[src/rtl/bsg_manycore_host_mmio_responder.sv]
// Host MMIO responder: decodes tile load/store requests against
// finish/fail/print-stat, a 64-bit cycle counter and scratch words.
// Ports: clk_i/reset_n_i; req_* valid/ready request in;
// rsp_* valid/yumi response out; *_v_o event pulses + event_data_o;
// error_o sticky illegal-op / unmapped-address flag.
module bsg_manycore_host_mmio_responder #(
  parameter int addr_width_p   = 28,
  parameter int data_width_p   = 32,
  parameter int x_cord_width_p = 7,
  parameter int y_cord_width_p = 7,
  parameter int reg_id_width_p = 5,
  parameter int num_scratch_p  = 8,
  parameter int rsp_fifo_els_p = 2
) (
  input  logic                      clk_i,
  input  logic                      reset_n_i,
  input  logic                      req_v_i,
  output logic                      req_ready_o,
  input  logic [1:0]                req_op_i,
  input  logic [addr_width_p-1:0]   req_addr_i,
  input  logic [data_width_p-1:0]   req_data_i,
  input  logic [3:0]                req_mask_i,
  input  logic [x_cord_width_p-1:0] req_src_x_i,
  input  logic [y_cord_width_p-1:0] req_src_y_i,
  input  logic [reg_id_width_p-1:0] req_reg_id_i,
  output logic                      rsp_v_o,
  input  logic                      rsp_yumi_i,
  output logic                      rsp_is_load_o,
  output logic [data_width_p-1:0]   rsp_data_o,
  output logic [reg_id_width_p-1:0] rsp_reg_id_o,
  output logic [x_cord_width_p-1:0] rsp_dst_x_o,
  output logic [y_cord_width_p-1:0] rsp_dst_y_o,
  output logic                      finish_v_o,
  output logic                      fail_v_o,
  output logic                      print_stat_v_o,
  output logic [data_width_p-1:0]   event_data_o,
  output logic                      error_o
);

  localparam int AW = addr_width_p;
  localparam int DW = data_width_p;
  localparam int NE = rsp_fifo_els_p;
  localparam int PW = $clog2(NE);
  localparam int CW = $clog2(NE + 1);
  localparam int SW = (num_scratch_p > 1) ? $clog2(num_scratch_p) : 1;

  typedef struct packed {
    logic                      is_load;
    logic [DW-1:0]             data;
    logic [reg_id_width_p-1:0] reg_id;
    logic [x_cord_width_p-1:0] x;
    logic [y_cord_width_p-1:0] y;
  } rsp_t;

  rsp_t          mem_q [NE];
  rsp_t          rsp_d;
  logic [PW-1:0] wptr_q, wptr_d, rptr_q, rptr_d;
  logic [CW-1:0] cnt_q, cnt_d;
  logic [63:0]   ctr_q;
  logic [DW-1:0] shadow_q;
  logic [DW-1:0] scratch_q [num_scratch_p];
  logic          fin_q, fail_q, stat_q, err_q;
  logic [DW-1:0] evt_q;

  logic          enq, deq;
  logic          is_ld, is_st, is_bad;
  logic          hit_fin, hit_fail, hit_stat;
  logic          hit_lo, hit_hi, hit_scr, unmapped;
  logic [AW-1:0] off;
  logic [SW-1:0] sidx;
  logic          fin_d, fail_d, stat_d, err_d;

  function automatic logic [PW-1:0] nxt(input logic [PW-1:0] p);
    return (p == PW'(NE - 1)) ? '0 : p + 1'b1;
  endfunction

  assign req_ready_o = reset_n_i & (cnt_q < CW'(NE));
  assign rsp_v_o     = (cnt_q != '0);
  assign enq         = req_v_i & req_ready_o;
  assign deq         = rsp_yumi_i & rsp_v_o;

  assign is_ld  = (req_op_i == 2'd0);
  assign is_st  = (req_op_i == 2'd1);
  assign is_bad = req_op_i[1];

  assign off      = req_addr_i - AW'(8);
  assign sidx     = off[SW-1:0];
  assign hit_fin  = (req_addr_i == AW'(0));
  assign hit_fail = (req_addr_i == AW'(1));
  assign hit_stat = (req_addr_i == AW'(2));
  assign hit_lo   = (req_addr_i == AW'(3));
  assign hit_hi   = (req_addr_i == AW'(4));
  assign hit_scr  = (req_addr_i >= AW'(8)) &&
                    (off < AW'(num_scratch_p));
  assign unmapped = ~(hit_fin | hit_fail | hit_stat |
                      hit_lo | hit_hi | hit_scr);

  always_comb begin
    rsp_d         = '0;
    rsp_d.is_load = is_ld;
    rsp_d.reg_id  = req_reg_id_i;
    rsp_d.x       = req_src_x_i;
    rsp_d.y       = req_src_y_i;
    unique case (1'b1)
      is_ld & hit_lo:   rsp_d.data = ctr_q[31:0];
      is_ld & hit_hi:   rsp_d.data = shadow_q;
      is_ld & hit_scr:  rsp_d.data = scratch_q[sidx];
      is_ld & unmapped: rsp_d.data = 32'hDEAD_BEEF;
      default:          rsp_d.data = '0;
    endcase
  end

  assign fin_d  = enq & is_st & hit_fin;
  assign fail_d = enq & is_st & hit_fail;
  assign stat_d = enq & is_st & hit_stat;
  assign err_d  = err_q | (enq & (is_bad | unmapped));

  always_comb begin
    wptr_d = enq ? nxt(wptr_q) : wptr_q;
    rptr_d = deq ? nxt(rptr_q) : rptr_q;
    cnt_d  = cnt_q + CW'(enq) - CW'(deq);
  end

  always_ff @(posedge clk_i or negedge reset_n_i) begin
    if (!reset_n_i) begin
      wptr_q   <= '0;
      rptr_q   <= '0;
      cnt_q    <= '0;
      ctr_q    <= '0;
      shadow_q <= '0;
      fin_q    <= 1'b0;
      fail_q   <= 1'b0;
      stat_q   <= 1'b0;
      err_q    <= 1'b0;
      evt_q    <= '0;
    end else begin
      wptr_q <= wptr_d;
      rptr_q <= rptr_d;
      cnt_q  <= cnt_d;
      ctr_q  <= ctr_q + 64'd1;
      fin_q  <= fin_d;
      fail_q <= fail_d;
      stat_q <= stat_d;
      err_q  <= err_d;
      if (fin_d | fail_d | stat_d)
        evt_q <= req_data_i;
      if (enq & is_ld & hit_lo)
        shadow_q <= ctr_q[63:32];
    end
  end

  always_ff @(posedge clk_i or negedge reset_n_i) begin
    if (!reset_n_i) begin
      for (int i = 0; i < num_scratch_p; i++)
        scratch_q[i] <= '0;
    end else if (enq & is_st & hit_scr) begin
      for (int b = 0; b < 4; b++)
        if (req_mask_i[b])
          scratch_q[sidx][8*b +: 8] <= req_data_i[8*b +: 8];
    end
  end

  // Payload storage needs no reset; occupancy is tracked by cnt_q.
  always_ff @(posedge clk_i) begin
    if (enq)
      mem_q[wptr_q] <= rsp_d;
  end

  assign rsp_is_load_o  = mem_q[rptr_q].is_load;
  assign rsp_data_o     = mem_q[rptr_q].data;
  assign rsp_reg_id_o   = mem_q[rptr_q].reg_id;
  assign rsp_dst_x_o    = mem_q[rptr_q].x;
  assign rsp_dst_y_o    = mem_q[rptr_q].y;
  assign finish_v_o     = fin_q;
  assign fail_v_o       = fail_q;
  assign print_stat_v_o = stat_q;
  assign event_data_o   = evt_q;
  assign error_o        = err_q;

endmodule
[config.mk]
export PLATFORM = sky130hd
export DESIGN_NAME = bsg_manycore_host_mmio_responder
export DESIGN_NICKNAME = d
export VERILOG_FILES = /design/src/rtl/bsg_manycore_host_mmio_responder.sv
export SDC_FILE = /design/constraint.sdc
export NUM_CORES = 1
export LEC_CHECK = 0
export ABC_AREA = 1
export BUFFER_PORTS_ARGS = -buffer_cell sky130_fd_sc_hd__buf_4
export CORE_AREA = 2 2 234 236
export CTS_BUF_LIST = sky130_fd_sc_hd__clkbuf_2 sky130_fd_sc_hd__clkbuf_4 sky130_fd_sc_hd__clkbuf_8
export DETAILED_ROUTE_END_ITERATION = 8
export DIE_AREA = 0 0 236 238
export MAX_ROUTING_LAYER = met4
export SETUP_SLACK_MARGIN = 0.4
export SLEW_MARGIN = 10
export SYNTH_ARGS = -nofsm -noshare
export SYNTH_HDL_FRONTEND = slang
export SYNTH_SLANG_ARGS = --single-unit
[constraint.sdc]
create_clock -name clk_i -period 4.2 [get_ports clk_i]
set_clock_uncertainty 0.2 [all_clocks]
set_input_delay 0.42 -clock clk_i [delete_from_list [all_inputs] [get_ports clk_i]]
set_output_delay 0.42 -clock clk_i [all_outputs]
set_load 0.02 [all_outputs]
Yosys cells after proc, flatten, opt, wreduce, memory -nomap -nowiden
Memory sizes are Yosys's and may differ from the RTL's. Cells that the tools add are included.

Flip-flop bits (word level): 392. Bits in writable memories: 104. Bits of input ports: 89. Word-level logic and storage cells: 93. Memories kept: 1.

Add/sub/neg operators: 6. Magnitude comparators: 5. Equal/unequal tests: 5. Multiplexer cells: 27. Bitwise logic cells: 26. Reduce and logical (&&, ||, !) cells: 5.

Memories: mem_q (words 2, bits a word 52, rd ports 1, clocked after memory_dff 0, wr ports 1, line 55) `rsp_t mem_q [NE];`.

Operators with widths (count): 256-bit 2-to-1 mux (7); 256-bit bitwise mux (4); 32-bit demux with 3-bit select (4); 32-bit one-hot mux with 4 select lines (1); 32-bit binary-select mux with 3-bit select (1); 32-bit 2-to-1 mux (3); 64-bit by 1-bit adder with 64-bit output (second input constant) (1); 28-bit by 2-bit equality test with 1-bit output (second input constant) (2); 28-bit by 1-bit equality test with 1-bit output (second input constant) (1); 28-bit by 3-bit equality test with 1-bit output (second input constant) (1); 28-bit by 4-bit >= comparator with 1-bit output (second input constant) (1); 28-bit logical NOT (1); 28-bit by 4-bit < comparator with 1-bit output (second input constant) (1); 28-bit by 4-bit subtractor with 28-bit output (second input constant) (1); 24-bit 2-to-1 mux (1); 16-bit 2-to-1 mux (1); 1-bit bitwise AND (15); 1-bit bitwise OR (9); 8-bit 2-to-1 mux (1); 4-bit >= comparator (second input constant) (1); 4-bit by 1-bit < comparator with 1-bit output (second input constant) (1); 1-bit 2-to-1 mux (4); 3-bit inverter with 4-bit output (1); 1-bit adder (second input constant) (2); other kinds (8) (9).

Logic depth before layout (Yosys ltp)
Depth after elaboration: 17. Mapped depth: 17.

Least setup slack after synthesis
OpenSTA, ideal clock, no wires.

Path kind: input port to flip-flop. From: input reset_n_i. To: memory mem_q[0][0] (netlist name), enable pin. Arrival time: 3.190 ns. Slack: 0.348 ns. Stages on the path: 4. Path buffers: 0. Cell sequence: inv_1 nor2_1 nand2_1 nor2_1.

Cells in the longest elaborated chain, start to end: 4.

RTL lines: start: declaration (line 16) `input logic reset_n_i,`; 1-bit bitwise AND (line 77) `assign req_ready_o = reset_n_i & (cnt_q < CW'(NE));`; named net req_ready_o (line 18) `output logic req_ready_o,`; 1-bit bitwise AND (line 79) `assign enq = req_v_i & req_ready_o;`; 1-bit 2-to-1 mux (line 165) `if (enq)`; 1-bit 2-to-1 mux (implied by the code) (line 166) `mem_q[wptr_q] <= rsp_d;`; end: declaration (line 55).

The timed path passes the listed nets, and every way through them passes these cells.

Worst setup path in the final report
From: register ctr_q[0]. To: register ctr_q[58].

Cells in the longest elaborated chain, start to end: 1.

RTL lines: start: declaration (line 59) `logic [63:0] ctr_q;`; start signal: assignment (line 140) `ctr_q <= ctr_q + 64'd1;`; 64-bit by 1-bit adder with 64-bit output (line 140).

Every way passes these cells. A chain may end at the register's enable or synchronous reset.

==> impl_summary.txt <==
----------------------------------------------------
[Outcome]
  Status ... completed

[Timing]
  Highest Clock Rate ... 312.2 MHz
  Post-route setup TNS ... 0 ps
  Time the worst path needs with I/O delays and setup ... 3203 ps
  RSZ-0062 raised after global routing ... no
  Slew HR ... 0.2896
  Max-slew violation total from the final report ... 0
  Period utilization ... 0.7627
  Tightest hold margin ... around 90 ps
  Number of failing setup endpoints in the final timing report ... 0
  Hold Fails Final Rpt ... 0
  Slew at the pin with the worst max-slew slack ... 1066 ps

[Clock tree]
  Postcts setup bufs ... 0
  Number of H-tree branching levels ... 3
  Quantity of gates resized following cts ... 0
  Worst-skew pair later-pin latency ... 670 ps
  TritonCTS buffer count ... 86
  Clock transition at the registers of the reported paths ... 60 ps
  CTS root buf ... clkbuf_8
  Clock tree sinks ... 496
  Clock tree from TritonCTS ... yes
  Maximum buffer depth of the clock tree ... 3

[Logic synthesis]
  Avg Synthesized Cell Area ... 8.958 um2
  Netlist Area Pre-Place ... 0.02395 mm2
  Net Count, Synth ... 2767
  Top cells by area, synth ... dfrtp_1 41%, nand2_1 14%, edfxtp_1 13%
  Predominant post-synthesis flop cell ... dfrtp_1
  Number of enable flip-flop cells after synthesis ... 104
  Unique masters post-synth ... 44
  Sequential share of the synthesized area ... 0.5399
  Cells after synthesis ... approximately 2700
  Fraction of registers with async set/reset ... 0.7903
  Register bit total from synthesis ... 496
  Total number of yosys warnings ... 0
  Share of the synthesized area in the top cell type ... 0.4095
  Leading area contributor after synthesis ... dfrtp_1

[Layout]
  Fraction of final layout cells with drive strength greater than 1 ... 0.1659
  Most common library cell in the layout ignoring fill and taps ... nand2_1
  Top library cells by usage in the layout, fill and taps aside ... 877 x nand2_1, 391 x dfrtp_1, 344 x nand4_1
  Area Growth Syn to Fin ... 18.65%
  # nets final ... roughly 3000
  Number of standard cells in the layout, taps in and fillers out ... ~3600

[Routing]
  DRT Pass-1 Iters ... 8
  DRC violation total after the first TritonRoute iteration ... 1967
  Via count ... 20846
  Total detailed-routing wirelength ... 76460 um
  Detailed-routed wire length on met2 ... 35170 um
  Wire per inst ... 20.96 um
  Remaining routing DRC violations ... 0
  Top sig layer ... met4
  Residual antenna-violating net count after detailed routing ... 0
  Vias per Instance ... approximately 5.7
  Sum of routed wire segments on met1 ... about 33000 um
  Met3 routed wirelength ... ~6100 um

[Die]
  Core region area ... about 0.053 mm2
  Initial Util ... 0.4478
  Die span in x ... 236 um
  Die ar. ... 0.05617 mm2
  Top-level port count ... 179
  Die outline height ... 238 um
  Standard-cell rows ... between 80 and 90

[Pwr]
  Worst ir drop on vdd ... 0.2706 mV
  Leakage ... 13.86 nW
  Power Total ... 0.01176 W
  Power density cells ... between 400 and 500 mW/mm2

[Job]
  Max capacitance violation total ... 0

[Placed design]
  Routability congestion estimate from global placement ... 0.8869
  Inst Count DP ... 3430
  Number of port buffers ... 178
  Detailed placer's ending HPWL ... 49610 um

[GRT]
  Via count of the first global-routing pass ... 20186
  Initial antenna violation count ... 4
  Total global-route track usage ... 0.2798
  Global-route wire length before repair ... 118400 um
  Total grt overflow ... 0
  Largest net degree at the start of global routing ... 184

[Setup path]
  Delay of the slowest critical-path stage ... 390 ps
  Cell at the slowest stage of the critical path ... dfrtp_1
  CP Capture Type ... register
  Category of the worst setup path launch point ... register
  Largest driver fanout on the critical path ... 4
  Data arrival time at the worst-slack endpoint ... 3550 ps
  Classification of the worst setup path ... reg -> reg
  Worst path required time ... 4550 ps
  Cell repeated most along the worst path ... nor2_1
  Chain of cells forming the critical path ... ha_1, nand2_1, nor2_1, nand2_1, nor2_1, nand2_1, nor2_1, nand3_1, nand3b_1, nor2_1, nand3_1, xor2_1

[Worst hold path]
  Path category of the worst min-delay check ... in -> reg

----------------------------------------------------
==> worst max-delay path: cells and delay by family, from the launching register on <==
kind | cells | cell delay, ps
fa+ha+maj | 1 | 190
xor+xnor | 1 | 190
simple gates | 10 | 2130
flops | 1 | 390
==> sequential cells by signal (all words and copies together) (netlist names) <==
name and flops:
cnt_q 2, ctr_q 64, error_o 1, event_data_o 32, fail_v_o 1, finish_v_o 1, mem_q 104, print_stat_v_o 1
rptr_q 1, scratch_q 256, shadow_q 32, wptr_q 1
==> repair_timing <==
action,4_1_cts,5_1_grt
hold endpoints to repair,572,0
hold buffers,56,0
setup endpoints to repair,0,0
==> per-stage QoR <==
step	worst slack (ps)	cell area, um2	utilization
2_1_floorplan	348.3	23950	-
3_3_place_gp	843.6	26000	0.4860
3_5_place_dp	771.2	26000	0.4860
4_1_cts	1058	28410	0.5310
5_1_grt	750.2	28420	0.5312
6_report	996.8	28420	0.5313
==> Yosys cell counts, types with 10 or more instances <==
library cell,n
or2_2,17
nor2_2,17
clkbuf_1,131
nand4_4,21
o22ai_1,101
dfrtp_1,392
edfxtp_1,104
mux2i_1,32
nor2_1,110
buf_1,10
o211ai_1,11
nand4_1,344
nor4_1,31
nand3_1,75
o21ai_0,37
xor2_1,59
inv_1,152
buf_4,32
nor3_1,36
buf_2,10
nand2_1,877
==> routing by layer <==
layer | vias to the layer above | global-route usage
met5 | - | -
met4 | 0 | 0.1096
met3 | 160 | 0.06282
met2 | 843 | 0.4217
met1 | 10225 | 0.3692
li1 | 9618 | -
==> worst paths after layout <==
| check | from | to | slack [ps] | depth (start not counted) |
|---|---|---|---|---|
| max in group asynchronous | reset_n_i | rptr_q | 1820 | 4 |
| worst max register to register | ctr_q[0] | ctr_q[58] | 1000 | 12 |
| min in group asynchronous | reset_n_i | scratch_q[31] | 350 | 3 |
| worst max-delay path | ctr_q[0] | ctr_q[58] | 1000 | 12 |
| worst min register to register | scratch_q[125] | scratch_q[125] | 270 | 2 |
| worst min-delay path | req_v_i | wptr_q | 90 | 3 |
==> where the power goes <==
| group | leakage [nW] | internal (W) | switching, W |
|---|---|---|---|
| combinational | 6.45 | 0.000616 | 0.00132 |
| clock | 0.988 | 0.00270 | 0.00203 |
| sequential | 6.42 | 0.00506 | 0.0000364 |
| total | 13.9 | 0.00837 | 0.00338 |
==> final cells by class <==
class                   count  area [um2]
inverters                 163       611.8
diodes                      5       12.51
multi-input cells        1828        9582
clock buffers             130        1614
fillers                  4945       25070
flip-flops and latches    496       12930
repair buffers            303        2560
clock inverters            27       236.5
well taps                 696       870.8
==> cells by family after synthesis <==
| family | after synthesis | synth area share |
|---|---|---|
| XOR/XNOR | 65 | 0.02377 |
| buffers and inverters | 350 | 0.06164 |
| flip-flops | 496 | 0.5399 |
| multiplexers | 35 | 0.01478 |
| AND/OR/NAND/NOR | 1557 | 0.3144 |
| AO/OA/AOI/OAI | 167 | 0.04346 |
| adder cells (fa/ha/maj) | 4 | 0.002089 |
Power figures use the tool's default switching activity.
